`src/rtl/keynsham_fetch_pkg.sv`:
```
// Shared types for the keynsham instruction fetch unit: FSM encoding, buffer depth, buffer entry.
package keynsham_fetch_pkg;

    localparam int FETCH_DEPTH = 2;
    localparam int CNT_W       = $clog2(FETCH_DEPTH + 1);
    localparam int PC_W        = 30;
    localparam int INSTR_W     = 32;

    typedef enum logic [1:0] {
        ST_IDLE,
        ST_FETCH,
        ST_DISCARD,
        ST_FAULT
    } fetch_state_t;

    typedef struct packed {
        logic [INSTR_W-1:0] instr;
        logic [PC_W-1:0]    pc;
    } fetch_entry_t;

endpackage

```
`src/rtl/keynsham_fetch_fifo.sv`:
```
// Two-entry {instr, pc} buffer with synchronous flush; head is read straight from storage.
// A push into a full buffer is accepted only together with a pop.
module keynsham_fetch_fifo
    import keynsham_fetch_pkg::*;
(
    input  logic             clk,
    input  logic             rst,
    input  logic             push,
    input  logic             pop,
    input  logic             flush,
    input  fetch_entry_t     din,
    output fetch_entry_t     dout,
    output logic [CNT_W-1:0] count
);

    fetch_entry_t mem [FETCH_DEPTH];
    logic         rd_ptr;
    logic         wr_ptr;
    logic         do_push;
    logic         do_pop;

    assign do_pop  = pop && (count != '0);
    assign do_push = push && ((count != CNT_W'(FETCH_DEPTH)) || do_pop);
    assign dout    = mem[rd_ptr];

    always_ff @(posedge clk) begin
        if (do_push && !flush) begin
            mem[wr_ptr] <= din;
        end
    end

    // Single-bit pointers: with two entries, advancing is a toggle.
    always_ff @(posedge clk or posedge rst) begin
        if (rst) begin
            rd_ptr <= 1'b0;
            wr_ptr <= 1'b0;
            count  <= '0;
        end else if (flush) begin
            rd_ptr <= 1'b0;
            wr_ptr <= 1'b0;
            count  <= '0;
        end else begin
            if (do_push) wr_ptr <= ~wr_ptr;
            if (do_pop)  rd_ptr <= ~rd_ptr;
            case ({do_push, do_pop})
                2'b10:   count <= count + CNT_W'(1);
                2'b01:   count <= count - CNT_W'(1);
                default: ;
            endcase
        end
    end

endmodule

```
`src/rtl/keynsham_fetch.sv`:
```
// Instruction fetch: one outstanding bus request feeding a 2-entry buffer; one word per 2 cycles best case.
// Optional bus timeout fault under KEYNSHAM_FETCH_TIMEOUT_EN; otherwise waits indefinitely for ack.
module keynsham_fetch
    import keynsham_fetch_pkg::*;
#(
    parameter logic [PC_W-1:0] RESET_PC       = 30'h0,
    parameter int              TIMEOUT_CYCLES = 255
) (
    input  logic               clk,
    input  logic               rst,
    input  logic               redirect,
    input  logic [PC_W-1:0]    redirect_pc,
    output logic               i_access,
    output logic [PC_W-1:0]    i_addr,
    input  logic [INSTR_W-1:0] i_data,
    input  logic               i_ack,
    output logic               instr_valid,
    input  logic               instr_ready,
    output logic [INSTR_W-1:0] instr,
    output logic [PC_W-1:0]    instr_pc,
    output logic               fault
);

    fetch_state_t     state;
    logic [PC_W-1:0]  fetch_pc;
    logic [PC_W-1:0]  req_addr;
    logic             pending;
    logic             push;
    logic             pop;
    logic             continue_fetch;
    logic [CNT_W:0]   occ_after;
    logic [CNT_W-1:0] count;
    fetch_entry_t     head;

    assign pending     = (state == ST_FETCH) || (state == ST_DISCARD);
    assign i_access    = pending && !i_ack;
    assign i_addr      = req_addr;
    assign instr_valid = (count != '0);
    assign push        = (state == ST_FETCH) && i_ack && !redirect;
    assign pop         = instr_valid && instr_ready && !redirect;
    assign instr       = instr_valid ? head.instr : '0;
    assign instr_pc    = instr_valid ? head.pc    : '0;

    // Occupancy once this cycle's ack push and consumer pop have landed.
    assign occ_after      = {1'b0, count} + (CNT_W+1)'(1) - (CNT_W+1)'(pop);
    assign continue_fetch = (occ_after < (CNT_W+1)'(FETCH_DEPTH));

    keynsham_fetch_fifo u_fifo (
        .clk   (clk),
        .rst   (rst),
        .push  (push),
        .pop   (pop),
        .flush (redirect),
        .din   ('{instr: i_data, pc: req_addr}),
        .dout  (head),
        .count (count)
    );

`ifdef KEYNSHAM_FETCH_TIMEOUT_EN
    localparam int TMO_W = (TIMEOUT_CYCLES > 1) ? $clog2(TIMEOUT_CYCLES) : 1;

    logic [TMO_W-1:0] tmo_cnt;
    logic             tmo_hit;
    logic             fault_q;

    assign tmo_hit = (state == ST_FETCH) && !i_ack && (tmo_cnt == TMO_W'(TIMEOUT_CYCLES - 1));
    assign fault   = fault_q;

    always_ff @(posedge clk or posedge rst) begin
        if (rst) begin
            tmo_cnt <= '0;
        end else if ((state != ST_FETCH) || i_ack) begin
            tmo_cnt <= '0;
        end else begin
            tmo_cnt <= tmo_cnt + TMO_W'(1);
        end
    end
`else
    logic unused_timeout_cfg;
    assign unused_timeout_cfg = (TIMEOUT_CYCLES != 0);
    assign fault              = 1'b0;
`endif

    always_ff @(posedge clk or posedge rst) begin
        if (rst) begin
            state    <= ST_IDLE;
            fetch_pc <= RESET_PC;
            req_addr <= '0;
`ifdef KEYNSHAM_FETCH_TIMEOUT_EN
            fault_q  <= 1'b0;
`endif
        end else begin
            case (state)
                ST_IDLE: begin
                    if (redirect) begin
                        fetch_pc <= redirect_pc;
                        req_addr <= redirect_pc;
                        state    <= ST_FETCH;
                    end else if (count < CNT_W'(FETCH_DEPTH)) begin
                        req_addr <= fetch_pc;
                        state    <= ST_FETCH;
                    end
                end
                ST_FETCH: begin
                    if (redirect) begin
                        fetch_pc <= redirect_pc;
                        if (i_ack) begin
                            req_addr <= redirect_pc;
                        end else begin
                            state <= ST_DISCARD;
                        end
                    end else if (i_ack) begin
                        fetch_pc <= fetch_pc + 30'd1;
                        if (continue_fetch) begin
                            req_addr <= fetch_pc + 30'd1;
                        end else begin
                            state <= ST_IDLE;
                        end
                    end
`ifdef KEYNSHAM_FETCH_TIMEOUT_EN
                    else if (tmo_hit) begin
                        fault_q <= 1'b1;
                        state   <= ST_FAULT;
                    end
`endif
                end
                ST_DISCARD: begin
                    if (redirect) fetch_pc <= redirect_pc;
                    if (i_ack)    state    <= ST_IDLE;
                end
                ST_FAULT: begin
                    if (redirect) begin
                        fetch_pc <= redirect_pc;
                        req_addr <= redirect_pc;
                        state    <= ST_FETCH;
`ifdef KEYNSHAM_FETCH_TIMEOUT_EN
                        fault_q  <= 1'b0;
`endif
                    end
                end
                default: state <= ST_IDLE;
            endcase
        end
    end

endmodule
```
`config.mk`:
```
export PLATFORM = sky130hd
export DESIGN_NAME = keynsham_fetch
export DESIGN_NICKNAME = d
export VERILOG_FILES = /design/src/rtl/keynsham_fetch_pkg.sv /design/src/rtl/keynsham_fetch_fifo.sv /design/src/rtl/keynsham_fetch.sv
export SDC_FILE = /design/constraint.sdc
export NUM_CORES = 1
export LEC_CHECK = 0
export BUFFER_PORTS_ARGS = -buffer_cell sky130_fd_sc_hd__buf_2
export CORE_ASPECT_RATIO = 0.8
export CORE_MARGIN = 8
export CORE_UTILIZATION = 60
export CTS_BUF_LIST = sky130_fd_sc_hd__clkbuf_4
export DETAILED_ROUTE_END_ITERATION = 10
export PLACE_DENSITY = 0.85
export SLEW_MARGIN = 20
export SYNTH_ARGS = -nofsm -noshare
export SYNTH_HDL_FRONTEND = slang
export SYNTH_SLANG_ARGS = --single-unit
```
`constraint.sdc`:
```
create_clock -name clk -period 12.7 [get_ports clk]
set_input_delay 2.54 -clock clk [delete_from_list [all_inputs] [get_ports clk]]
set_output_delay 2.54 -clock clk [all_outputs]
set_load 0.01 [all_outputs]
```
==> results.txt <==
status -> finished clean
Yosys reg bits -> 190
min Tclk post-route -> 5.48 ns
Skew-Pair Late Insertion Delay -> 0.59 ns
FMAX -> 182 MHz
CTS tree -> done
largest net degree at the start of global routing -> 80
Setup CP Type -> in2out
post-synthesis cell area -> 9090 um2
sink of the worst hold path -> u_fifo.mem[0][1]
Reg clk slew, reported paths -> 0.16 ns
Die Ht -> 126 um
dpl cell area -> 9980 um2
highest routed metal layer -> met4
fillcell total -> 1105
initial DRC count -> 695
Root Driver -> clkbuf_4
Gates resized, CTS repair -> 0
final non-filler cell area -> 10300 um2
Leakage -> 3.94 nW
initial antenna violation count -> 0
RSZ-0062 raised after global routing -> no
CP endpoint kind -> output pin
Hold Buf Count CTS -> 0
Post-Syn Nets -> 876
hold crit path type -> reg2reg
worst path required time -> 10.16 ns
antenna viol nets, final -> 0
final max-slew violation count -> 0
Final Cycle Share -> 0.432
sequential area share after synthesis -> 0.591
share of cells above drive strength 1 -> 0.231
via/cell ratio -> 6.19
VDD IR max -> 93.8 uV
Synth top area share -> 0.410
TritonCTS buffer count -> 17
vias in the first global route -> 6704
first-pass GRT wire length -> 35.4 mm
routed wl met3 -> 2.51 mm
routed via count -> 7003
Sum Neg Setup Slack -> 0 ns
crit-path max cell delay -> 0.14 ns
DIE WIDTH -> 154 um
Clock Skews -> 0.0237 ns
I/O pins -> 162
FP Rows -> 40
Post-synth EDFFs -> 124
top_reg_cell synth -> edfxtp_1
FF-to-FF End -> i_addr[20]
H-tree levels -> 4
Worst-Margin Slew -> 1.13 ns
Die ar. -> 19400 um2
total gr overflow -> 0
Reg2Reg Depth -> 8
Routed WL -> 22.6 mm
Metal-1 WL -> 9.27 mm
Cell Chain, Critical Path -> buf_2 > nor2b_1 > buf_2
Port Buffers -> 160
Pwr Total -> 1.88 mW
reg2reg setup slack -> 9.23 ns
largest cells by area after synthesis -> edfxtp_1 41%, dfrtp_1 18%, mux2i_1 7.7%, nor2_1 4.8%, xnor2_1 2.6%
buffer levels on the longest clock path -> 2
number of max-cap violations -> 0
Cell variety after synth -> 61
GRT Overall Usage -> 0.229
synthesis-to-finish area growth -> 13.4%
most common cell after layout, fill and taps aside -> buf_2
asr flop ratio synth -> 0.347
residual DRC count -> 0
final hold vios -> 0
Yosys top cell by area -> edfxtp_1
Core Region -> 14900 um2
Diodes inserted -> 0
TritonRoute pass-1 iters -> 5
Critical Path AT -> 2.94 ns
Slew HR -> 0.247
worst hold start -> i_addr[1]
yosys warns -> 0
Mapped Cells -> 803
met2 wire length -> 10.4 mm
commonest non-fill, non-tap cells in the layout -> 160 x buf_2, 124 x edfxtp_1, 114 x nor2_1, 70 x mux2i_1, 65 x dfrtp_1
hold path depth -> 0
Setup Fix Bufs, Post-CTS -> 0
CP Max Fanout -> 7
worst reg2reg path startpoint -> state[1]
PD cells -> 183 nW/um2
Critical-path top delay cell -> buf_2
Initial Util -> 0.609
routed length per instance -> 19.9 um
RePlAce Congestion -> 0.915
HPWL Detailed -> 15.0 mm
clk sinks -> 190
final setup fails -> 0
Nets -> 1003
Worst path most repeated cell -> buf_2
Mapped Avg Cell Area -> 11.3 um2
startpoint types -> input pin
==> critical path: cells and delay by family <==
family / cells / cell delay (ns)
buffers and inverters: 2 / 0.28
and+or+nand+nor: 1 / 0.12
==> synthesized netlist by cell type (all sizes together) (6+ instances only) <==
library cell and n:
nor2b 6, dfrtp 66, nor3 24, nor4 19, a22oi 6, inv 14, xnor2 27, nand3 11
edfxtp 124, clkbuf 53, nand4 8, ha 6, mux2i 70, nand2 55, o21ai 39, buf 9
nor2 115, and3 6, xor2 10, a21oi 25, a221oi 18, a22o 8, o22ai 11
==> power breakdown <==
part | total [mW] | switching [mW] | internal (mW)
sequential | 0.911 | 0.112 | 0.799
clock | 0.362 | 0.219 | 0.143
combinational | 0.612 | 0.376 | 0.236
total | 1.88 | 0.707 | 1.18
==> worst max-delay path by stage <==
stage / end / slack [ns] / cells past startpoint / startpoint
final: i_access / 7.22 / 3 / i_ack
after global routing: i_access / 7.16 / 3 / i_ack
after CTS: i_access / 7.22 / 3 / i_ack
after detailed placement: i_access / 7.23 / 3 / i_ack
after global placement: i_access / 7.25 / 3 / i_ack
after floorplan: u_fifo.mem[0][0] / 6.35 / 4 / redirect
==> through the flow <==
| stage | cells | hold slack, ns | utilization | setup slack [ns] |
|---|---|---|---|---|
| final | 1132 | 0.510 | 0.691 | 7.22 |
| after global routing | 1132 | 0.521 | 0.691 | 7.16 |
| after CTS | 1132 | 0.514 | 0.691 | 7.22 |
| after detailed placement | 1100 | 0.479 | 0.669 | 7.23 |
| after global placement | 1100 | 0.477 | 0.669 | 7.25 |
| after floorplan | 803 | 0.508 | - | 6.35 |
==> final cells by class <==
cell class | count | area [um2] | area share
well taps | 189 | 236 | 0.0229
repair buffers | 170 | 876 | 0.0850
clock inverters | 15 | 199 | 0.0193
inverters | 14 | 52.6 | 0.00510
clock buffers | 17 | 128 | 0.0124
flip-flops and latches | 190 | 5380 | 0.522
multi-input cells | 537 | 3430 | 0.333
==> state kept, by name, indices dropped and copies added, names as in the netlist <==
name           count
u_fifo.wr_ptr      1
u_fifo.rd_ptr      1
i_addr            30
u_fifo.count       2
state              2
u_fifo.mem       124
fetch_pc          30
==> routing by layer <==
layer,vias to the layer above,global-route usage
li1,3222,-
met1,3320,0.304
met2,426,0.352
met3,35,0.0673
met4,0,0.0863
met5,-,0
==> cells by family (layout without fill, tap and decap cells) <==
kind of cell / after synthesis / after routing / share of synthesized area
simple gates: 270 / 270 / 0.138
flops: 190 / 190 / 0.591
compound gates: 150 / 150 / 0.112
other cells: 1 / 1 / 0.000413
fa+ha+maj: 6 / 6 / 0.00826
mux: 73 / 73 / 0.0808
buf+inv: 76 / 216 / 0.0329
xor+xnor: 37 / 37 / 0.0357
(Power assumes the default switching activity.)
